**src/rtl/pipe_pkg.sv**
```systemverilog
// rtl/pipe_pkg.sv - shared state encoding and widths for the skid pipeline stage
package pipe_pkg;

   localparam int PIPE_OCC_W = 2;

   // The encoding is also the entry count, so occupancy is the state itself.
   typedef enum logic [PIPE_OCC_W-1:0] {
      EMPTY = 2'd0,
      BUSY  = 2'd1,
      FULL  = 2'd2
   } skid_state_t;

endpackage

```
**src/rtl/sat_counter.sv**
```systemverilog
// rtl/sat_counter.sv - saturating event counter with priority clear
module sat_counter #(
   parameter int W = 16
) (
   input  logic         CLK,
   input  logic         nRST,
   input  logic         inc,
   input  logic         clr,
   output logic [W-1:0] count
);

   logic [W-1:0] count_q, count_d;

   always_comb begin
      count_d = count_q;
      if (clr)
         count_d = '0;
      else if (inc && (count_q != {W{1'b1}}))
         count_d = count_q + 1'b1;
   end

   always_ff @(posedge CLK or negedge nRST) begin
      if (!nRST)
         count_q <= '0;
      else
         count_q <= count_d;
   end

   assign count = count_q;

endmodule

```
**src/rtl/pipe_stage_skid.sv**
```systemverilog
// rtl/pipe_stage_skid.sv - valid/ready pipeline register with two-entry skid buffer
module pipe_stage_skid
   import pipe_pkg::*;
#(
   parameter int DATA_W         = 64,
   parameter bit CLEAR_ON_FLUSH = 1'b1,
   parameter int STALL_CNT_W    = 16
) (
   input  logic                   CLK,
   input  logic                   nRST,
   input  logic                   flush,
   input  logic                   in_valid,
   output logic                   in_ready,
   input  logic [DATA_W-1:0]      in_data,
   output logic                   out_valid,
   input  logic                   out_ready,
   output logic [DATA_W-1:0]      out_data,
   output logic [PIPE_OCC_W-1:0]  occupancy,
   output logic [STALL_CNT_W-1:0] stall_cnt,
   input  logic                   stall_clr
);

   skid_state_t       state_q, state_d;
   logic [DATA_W-1:0] main_q, main_d;
   logic [DATA_W-1:0] skid_q, skid_d;
   logic              in_ready_q, in_ready_d;
   logic              acc_in, acc_out;

   assign acc_in  = in_valid & in_ready_q;
   assign acc_out = out_valid & out_ready;

   always_comb begin
      state_d = state_q;
      main_d  = main_q;
      skid_d  = skid_q;
      if (flush) begin
         state_d = EMPTY;
         if (CLEAR_ON_FLUSH) begin
            main_d = '0;
            skid_d = '0;
         end
      end else begin
         unique case (state_q)
            EMPTY: begin
               if (acc_in) begin
                  main_d  = in_data;
                  state_d = BUSY;
               end
            end
            BUSY: begin
               if (acc_in && acc_out) begin
                  main_d = in_data;
               end else if (acc_in) begin
                  skid_d  = in_data;
                  state_d = FULL;
               end else if (acc_out) begin
                  state_d = EMPTY;
               end
            end
            FULL: begin
               // in_ready is low here, so only the drain path is live.
               if (acc_out) begin
                  main_d  = skid_q;
                  state_d = BUSY;
               end
            end
            default: state_d = EMPTY;
         endcase
      end
      in_ready_d = (state_d != FULL);
   end

   always_ff @(posedge CLK or negedge nRST) begin
      if (!nRST) begin
         state_q    <= EMPTY;
         main_q     <= '0;
         skid_q     <= '0;
         in_ready_q <= 1'b1;
      end else begin
         state_q    <= state_d;
         main_q     <= main_d;
         skid_q     <= skid_d;
         in_ready_q <= in_ready_d;
      end
   end

   assign in_ready  = in_ready_q;
   assign out_valid = (state_q != EMPTY);
   assign out_data  = main_q;
   assign occupancy = state_q;

   sat_counter #(
      .W(STALL_CNT_W)
   ) u_stall_cnt (
      .CLK  (CLK),
      .nRST (nRST),
      .inc  (out_valid & ~out_ready & ~flush),
      .clr  (stall_clr),
      .count(stall_cnt)
   );

endmodule

```
**config.mk**
```make
export PLATFORM = sky130hd
export DESIGN_NAME = pipe_stage_skid
export DESIGN_NICKNAME = d
export VERILOG_FILES = /design/src/rtl/pipe_pkg.sv /design/src/rtl/sat_counter.sv /design/src/rtl/pipe_stage_skid.sv
export SDC_FILE = /design/constraint.sdc
export NUM_CORES = 1
export LEC_CHECK = 0
export CORE_MARGIN = 4
export CORE_UTILIZATION = 35
export DETAILED_ROUTE_END_ITERATION = 8
export PLACE_DENSITY = 0.58
export SLEW_MARGIN = 20
export SYNTH_ARGS = -nofsm -noshare
export SYNTH_HDL_FRONTEND = slang
export SYNTH_SLANG_ARGS = --single-unit
```
**constraint.sdc**
```tcl
create_clock -name CLK -period 1.8 [get_ports CLK]
set_clock_uncertainty 0.2 [all_clocks]
set_input_delay 0.27 -clock CLK [delete_from_list [all_inputs] [get_ports CLK]]
set_output_delay 0.27 -clock CLK [all_outputs]
set_load 0.02 [all_outputs]
```
==> results of run 1 <==
[through the flow]
stage	instances	total power (W)	TNS [ns]	worst slack [ns]
2_1_floorplan	543	0.00416	-0.0707	-0.0630
3_3_place_gp	941	0.00489	-33.98	-0.297
3_5_place_dp	941	0.00492	-38.34	-0.337
4_1_cts	988	0.00842	-5.56	-0.107
5_1_grt	1006	0.00878	-13.17	-0.169
6_report	1006	0.00844	-6.26	-0.100
[logic make-up (layout without fill, tap and decap cells)]
group / count (synthesis) / count (layout) / synth area share [%]
AND/OR/NAND/NOR: 128 / 128 / 10.4
multiplexers: 69 / 69 / 10.8
AO/OA/AOI/OAI: 150 / 150 / 18.3
adder cells (fa/ha/maj): 1 / 1 / 0.193
buffers and inverters: 47 / 281 / 3.38
flip-flops: 147 / 147 / 56.8
XOR/XNOR: 1 / 1 / 0.135
[power groups by stage]
stage               combinational [W]  sequential [W]  clock [W]
global route                  0.00149         0.00360    0.00370
CTS                           0.00128         0.00358    0.00355
floorplan                    0.000370         0.00379          0
detailed placement            0.00128         0.00364          0
finish                        0.00138         0.00358    0.00348
global placement              0.00126         0.00363          0
[state kept, by name, indices dropped and copies added, names as in the netlist]
register           count
out_data              64
skid_q                64
u_stall_cnt.count     16
occupancy              2
in_ready               1
[worst register-to-register path: stages, from the launching register on]
cell                       delay (ns)
sky130_fd_sc_hd__dfrtp_2         0.41
sky130_fd_sc_hd__buf_6           0.12
sky130_fd_sc_hd__nand4b_1        0.19
sky130_fd_sc_hd__buf_4           0.18
sky130_fd_sc_hd__nor2_4          0.11
sky130_fd_sc_hd__nor2_4          0.08
sky130_fd_sc_hd__buf_12          0.14
sky130_fd_sc_hd__buf_16          0.14
sky130_fd_sc_hd__a22o_1          0.22
[what timing repair did]
item,4_1_cts,5_1_grt
pin swaps,25,39
gates resized for setup,116,57
hold buffers,1,0
endpoints found under the setup margin,177,138
endpoints found under the hold margin,120,0
cloned,7,11
setup buffers,7,8
[cells in the final DEF (no fill, tap or decap), types with 3 or more instances in the layout]
cell type	n
sky130_fd_sc_hd__clkdlybuf4s50_1	67
sky130_fd_sc_hd__buf_4	49
sky130_fd_sc_hd__o31ai_2	8
sky130_fd_sc_hd__mux2i_1	65
sky130_fd_sc_hd__nand3_1	4
sky130_fd_sc_hd__a22o_1	64
sky130_fd_sc_hd__nand2_2	5
sky130_fd_sc_hd__buf_16	9
sky130_fd_sc_hd__clkbuf_2	3
sky130_fd_sc_hd__dfrtp_1	133
sky130_fd_sc_hd__a21oi_2	5
sky130_fd_sc_hd__clkinvlp_4	6
sky130_fd_sc_hd__nor3_2	3
sky130_fd_sc_hd__buf_12	18
sky130_fd_sc_hd__nand2_1	67
sky130_fd_sc_hd__nor2_1	6
sky130_fd_sc_hd__nand4_1	4
sky130_fd_sc_hd__clkbuf_16	27
sky130_fd_sc_hd__buf_6	8
sky130_fd_sc_hd__nor2_4	4
sky130_fd_sc_hd__nor2b_1	4
sky130_fd_sc_hd__mux2_2	3
sky130_fd_sc_hd__inv_1	3
sky130_fd_sc_hd__dlygate4sd2_1	74
sky130_fd_sc_hd__or4_4	4
sky130_fd_sc_hd__dfrtp_2	13
sky130_fd_sc_hd__clkinv_2	4
sky130_fd_sc_hd__o31ai_1	60
sky130_fd_sc_hd__a21oi_1	3
sky130_fd_sc_hd__clkdlybuf4s15_1	5
[routing by layer]
metal  vias up  global-route usage (%)  share of wire, %
li1       2496                       -                 -
met5         -                       0                 0
met2       157                    29.2                48
met4         0                    6.10               1.5
met1      2784                    26.2                46
met3        20                    3.74               4.7
[worst paths after layout]
path | startpoint | end | slack, ns | cells after the start
setup reg to reg | occupancy[1]$_DFF_PN0_ | skid_q[25]$_DFFE_PN0P_ | -0.10 | 8
hold / removal | flush | in_ready$_DFF_PN1_ | 0.09 | 4
setup / recovery | occupancy[1]$_DFF_PN0_ | skid_q[25]$_DFFE_PN0P_ | -0.10 | 8
hold reg to reg | out_data[48]$_DFFE_PN0P_ | out_data[48]$_DFFE_PN0P_ | 0.27 | 2
max in group asynchronous | nRST | out_data[42]$_DFFE_PN0P_ | 0.67 | 3
min in group asynchronous | nRST | out_data[57]$_DFFE_PN0P_ | 0.16 | 2
[cell type report]
type,instances,area share [%]
sequential,147,36.5
multi-input combinational,349,28.1
timing repair buffer,246,26.8
clock buffer,19,4.37
tap,229,2.83
clock inverter,13,1.32
inverter,3,0.111
==> results, run 1 <==
- The fmax is 526 MHz.
- Summing all multi-input logic gate instances after layout gives 2840 µm².
- The average via count per standard cell is 5.42.
- The standard cell area after detailed placement is 8820 µm².
- The routed length per instance is 20.0 µm.
- The number of top-level design ports is 154.
- Once detail routing completed, the nets flagged for antenna violations numbered 0.
- The global-route wire length before repair is 30.3 mm.
- The leading area contributor after synthesis is sky130_fd_sc_hd__dfrtp_1.
- The areal power density over the cells is 833 nW/µm².
- The dominant cell by count in the synthesized netlist is sky130_fd_sc_hd__dfrtp_1.
- The number of hold-slack violations in the final timing report came to 0.
- The worst setup path is captured at a register.
- The synthesis-to-layout area growth is 56.4%.
- Sequential cells burn 42.4% of the power.
- In this run the standard cell core region covers 18100 µm².
- 0 antenna diodes ended up in the layout.
- The delay of the slowest cell on the worst path is 0.41 ns.
- The clock-pin slew reported for the worst setup and hold paths after clock tree synthesis is 0.06 ns.
- Yosys mapped a number of flops with a built-in enable equal to 0.
- The full die area is 20800 µm².
- The checks that failed: setup timing.
- The switching power is 0.00223 W.
- The data arrival at the endpoint of the critical path is 2.00 ns.
- The signal on the critical path passes through buf_6 > nand4b_1 > buf_4 > nor2_4 > nor2_4 > buf_12 > buf_16 > a22o_1.
- The floorplan has 49 rows.
- The die outline width is 144 µm.
- The detailed-route DRC error count is 0.
- The overall routing resource usage is 18.7%.
- Counting flops with an async set or reset pin after synthesis yields a share of 100%.
- The length of the first detailed-routing pass in iterations is 5.
- The slew at the pin closest to its max-slew limit is 0.622 ns.
- For the worst setup path, the data required time is 1.90 ns.
- The number of failing setup endpoints in the final timing report is 111.
- The total leakage power is 5.08 nW.
- The final wirelength is 20.2 mm.
- The run finished, with violations left.
- TritonCTS built the clock tree.
- The post-synthesis area per instance is 11.9 µm².
- The unique cell type count in the Yosys netlist is 46.
- Counting the buffers created by CTS gives 17.
- The HPWL after detailed placement is 11.9 mm.
- The cell at the slowest stage of the critical path is sky130_fd_sc_hd__dfrtp_2.
- The smallest hold slack is 0.0898 ns.
- The net count reported at finish is 835.
- The initial antenna violation count came to 0.
- The number of sinks handled by clock tree synthesis is 147.
- Setup slack on the critical path of the routed design comes to -0.100 ns.
- The port buffer count is 153.
- The area taken by flip-flops and latches is 3700 µm².
- The number of buffers and inverters on the critical path is 4.
- The share of synthesized area occupied by flip-flops and latches is 56.8%.
- The aggregate global routing overflow is 0.
- The critical path startpoint category is a register.
- Ranked by total cell area, the synthesized netlist is headed by sky130_fd_sc_hd__dfrtp_1, sky130_fd_sc_hd__mux2i_1, sky130_fd_sc_hd__a22o_1, sky130_fd_sc_hd__o31ai_1, sky130_fd_sc_hd__nand2_1.
- The category of the most critical setup path is reg -> reg.
- The maximum fanout count along the critical path is 7.
- The post-layout instance area is 10100 µm².
- The most frequently used flop master after synthesis is sky130_fd_sc_hd__dfrtp_1.
- Internal power comes to 0.00621 W.
- Fill cells in the final layout number 1506.
- The overall die height is 144 µm.
- The post-layout minimum cycle time is 1.90 ns.
- The starting density of the core is 35.8%.
- The pin count of the biggest net entering global routing is 49.
- The routed via count is 5457.
- Counting every net in the synthesized netlist gives 614.
- The total standard cell area after synthesis is 6480 µm².
- The number of global-route vias before repair came to 5484.
- For this block, the initial DRC count from the detailed router was 283.
- The clock latency on the worst-skew pair is 0.42 ns.
- The Yosys step of the flow raised 0 warnings.
- In this run the clock root is driven by a sky130_fd_sc_hd__clkbuf_16.
- By count the netlist is led by sky130_fd_sc_hd__dfrtp_1, sky130_fd_sc_hd__nand2_1, sky130_fd_sc_hd__o31ai_1.
- The longest clock path from root to sink contains 2 buffers.
- The maximum VDD drop is 631 µV.
- Max-cap violations in this run came to 0.
- The min-delay analysis places its worst path in the category in -> reg.
- The share of total power in combinational logic is 16.4%.
- In the synthesized netlist, the number of instances is 543.
- Of the total power, the share spent switching nets is 26.4%.
- After layout, the worst path uses 106% of the clock period.
- The H-tree was split into 4 levels.
- The cell seen most often among critical-path stages is sky130_fd_sc_hd__nor2_4.
- Broken down by cell family, the worst path's largest delay share belongs to buffers and inverters.
- The top-area cell type share of the netlist area is 56.4%.
- Setup repair after global routing could not meet its margin everywhere.
- Of the cells placed in the final design, the portion with a size suffix greater than 1 is 25.9%.
- Counting flops and latches in the post-synthesis netlist gives 147.
- Cells fill 56.0% of the core in the end.
- The routability congestion estimate from global placement is 0.808.
- The max-slew violation total from the final report came to 0.
- The share of total power dissipated in the clock network is 41.2%.
- In this run the tightest slew margin relative to its limit is 58.5%.
No activity file was read; power rests on OpenSTA's default activity.
==> run 2: changes to the inputs <==
--- a/config.mk
+++ b/config.mk
@@ -9,6 +9,7 @@
 export CORE_UTILIZATION = 35
 export DETAILED_ROUTE_END_ITERATION = 8
 export PLACE_DENSITY = 0.58
+export REMOVE_ABC_BUFFERS = 1
 export SLEW_MARGIN = 20
 export SYNTH_ARGS = -nofsm -noshare
 export SYNTH_HDL_FRONTEND = slang
==> run 2 against run 1 <==
Against the previous run: the flow still finishes with violations (setup timing); non-clock buffer count is 7 lower; combinational power is 8% lower; wire length is 4.4% lower; via count is 1.8% lower; register-to-register slack better by 0.06 ns; critical path type unchanged; largest power group is now the clock network.
==> results, run 2 (synthesized netlist as in run 1, its figures left out) <==
- The number of cells in the design after placement came to 950 (+0.96%).
- The total power is 0.00849 W (+0.60%).
- The full die area is 20800 µm² (unchanged).
- The smallest hold slack is 0.128 ns (+0.0385 ns).
- The number of buffers between clock root and the deepest sink is 2 (unchanged).
- The number of failing setup endpoints in the final timing report is 16 (-86%).
- The post-layout minimum cycle time is 1.84 ns (-0.0608 ns).
- The number of H-tree levels came to 4 (unchanged).
- The data arrival at the endpoint of the critical path was 1.98 ns (-0.02 ns).
- The class of the tightest hold or removal check is in -> async.
- Setup repair after global routing could not meet its margin everywhere.
- The fmax is 544 MHz (+3.3%).
- The placed wire-length estimate is 12.4 mm (+3.6%).
- The slew at the pin closest to its max-slew limit is 0.454 ns (-0.168 ns).
- The post-layout utilization of the core came to 54.3% (-1.7 points).
- The routability congestion estimate from global placement is 0.816 (+1.0%).
- The flow ran to the end, but the final reports show violations.
- The number of global-route vias before repair is 5462 (-0.40%).
- The post-route non-filler standard cell count is 998 (-0.80%).
- The port buffer count is 153 (unchanged).
- The top cell types in the final layout, fill and taps aside, are sky130_fd_sc_hd__dfrtp_1, sky130_fd_sc_hd__dlygate4sd2_1, sky130_fd_sc_hd__nand2_1.
- The final wirelength came to 19.3 mm (-4.4%).
- The net count reported at finish is 828 (-0.84%).
- The critical path is of the reg -> reg type.
- The number of top-level design ports was 154 (unchanged).
- The worst setup path is launched from a register.
- The detailed-route DRC error count came to 0 (unchanged).
- The area growth from synthesis to layout is 51.6%.
- The initial antenna violation count came to 1 (+1).
- The pin count of the biggest net entering global routing came to 67 (+37%).
- The headroom to the max-slew limit is 69.6% (+11 points).
- The antenna violation net count after detailed routing is 0 (unchanged).
- The library cell used most frequently in the layout, excluding fill and tap cells, is sky130_fd_sc_hd__dfrtp_1.
- The core footprint is 18100 µm² (unchanged).
- The checks that failed: setup timing.
- The maximum VDD drop is 682 µV (+8.0%).
- The areal power density over the cells came to 864 nW/µm² (+3.8%).
- The clock latency on the worst-skew pair is 0.42 ns (about the same).
- The overall routing resource usage is 18.5% (-0.23 points).
- The global-route wire length before repair was 29.8 mm (-1.5%).
- The die outline width came to 144 µm (unchanged).
- The required time at the worst-slack endpoint is 1.94 ns (+0.04 ns).
- The maximum fanout count along the critical path is 7 (unchanged).
- The max-slew violation total from the final report is 0 (unchanged).
- The iteration-0 DRC count of the detailed router is 262 (-7.4%).
- The critical path endpoint category is a register.
- The number of buffers created by CTS is 17 (unchanged).
- The clock-pin slew reported for the worst setup and hold paths after clock tree synthesis is 0.06 ns (about the same).
- The length of the first detailed-routing pass in iterations is 5 (unchanged).
- The aggregate global routing overflow was 0 (unchanged).
- The average via count per standard cell is 5.37 (-1.0%).
- The routed length per instance is 19.3 µm (-3.6%).
- The number of antenna cells inserted was 0 (unchanged).
- The root buffer cell is sky130_fd_sc_hd__clkbuf_16.
- TritonCTS built the clock tree.
- The total negative setup slack is -0.106 ns (+6.16 ns).
- The starting density of the core was 35.8% (unchanged).
- The share of the clock period used by the worst path is 102% (-3.4 points).
- The fraction of layout cells with a size suffix above 1 is 23.5% (-2.3 points).
- The overall die height is 144 µm (unchanged).
- The number of hold-slack violations in the final timing report is 0 (unchanged).
- The row count is 49 (unchanged).
- The number of sinks handled by clock tree synthesis was 147 (unchanged).
- The max-cap check violation count is 0 (unchanged).
- The final worst slack was -0.0394 ns (+0.0608 ns).
- The routed via count came to 5357 (-1.8%).
- The total leakage power is 4.98 nW (-2.1%).
-- run 2: power by group --
part           internal, W  switching [W]  total (W)
Combinational     0.000586       0.000685    0.00127
Sequential         0.00348       0.000104    0.00358
Clock              0.00229        0.00135    0.00364
-- run 2: repair_timing --
item | CTS | global route
endpoints found under the hold margin | 146 | 0
resized for setup | 119 | 64
hold buffers | 1 | 0
pin swaps | 4 | 19
endpoints found under the setup margin | 143 | 157
gates cloned | 1 | 6
buffers inserted | 3 | 6
-- run 2: final cells by class --
type | count | area, µm²
timing repair buffer | 239 | 2410
multi-input combinational | 349 | 2830
fill | 1547 | 8260
inverter | 3 | 11.3
clock buffer | 23 | 478
clock inverter | 8 | 125
sequential | 147 | 3690
tap | 229 | 287
-- run 2: final timing paths --
path / from / to / slack [ns] / cells past startpoint
worst max register to register: u_stall_cnt.count[1]$_DFFE_PN0P_ / u_stall_cnt.count[9]$_DFFE_PN0P_ / -0.04 / 5
worst min register to register: out_data[19]$_DFFE_PN0P_ / out_data[19]$_DFFE_PN0P_ / 0.27 / 2
max in group asynchronous: nRST / skid_q[23]$_DFFE_PN0P_ / 0.65 / 3
min in group CLK: flush / in_ready$_DFF_PN1_ / 0.13 / 4
worst max-delay path: u_stall_cnt.count[1]$_DFFE_PN0P_ / u_stall_cnt.count[9]$_DFFE_PN0P_ / -0.04 / 5
worst min-delay path: nRST / skid_q[5]$_DFFE_PN0P_ / 0.13 / 2
-- run 2: critical path, cell delays in order (launching register included) --
cell and delay [ns]:
sky130_fd_sc_hd__dfrtp_1 0.39, sky130_fd_sc_hd__buf_4 0.13, sky130_fd_sc_hd__and4_4 0.25, sky130_fd_sc_hd__nand3_4 0.15, sky130_fd_sc_hd__or4_4 0.55, sky130_fd_sc_hd__a21oi_2 0.12
-- run 2: routing by layer --
metal / share of wire [%] / global-route usage, % / up-vias
li1: - / - / 2467
met1: 46 / 25.6 / 2726
met2: 46 / 28.4 / 147
met3: 7.2 / 5.95 / 15
met4: 0.66 / 4.36 / 2
met5: 0.042 / 0 / -
-- run 2: metrics by stage --
step	worst slack (ns)	instance area, µm²
final	-0.0394	9820
after floorplan	-6.88	6270
after CTS	-0.0891	9480
after global placement	-0.278	8830
after global routing	-0.112	9820
after detailed placement	-0.331	8830
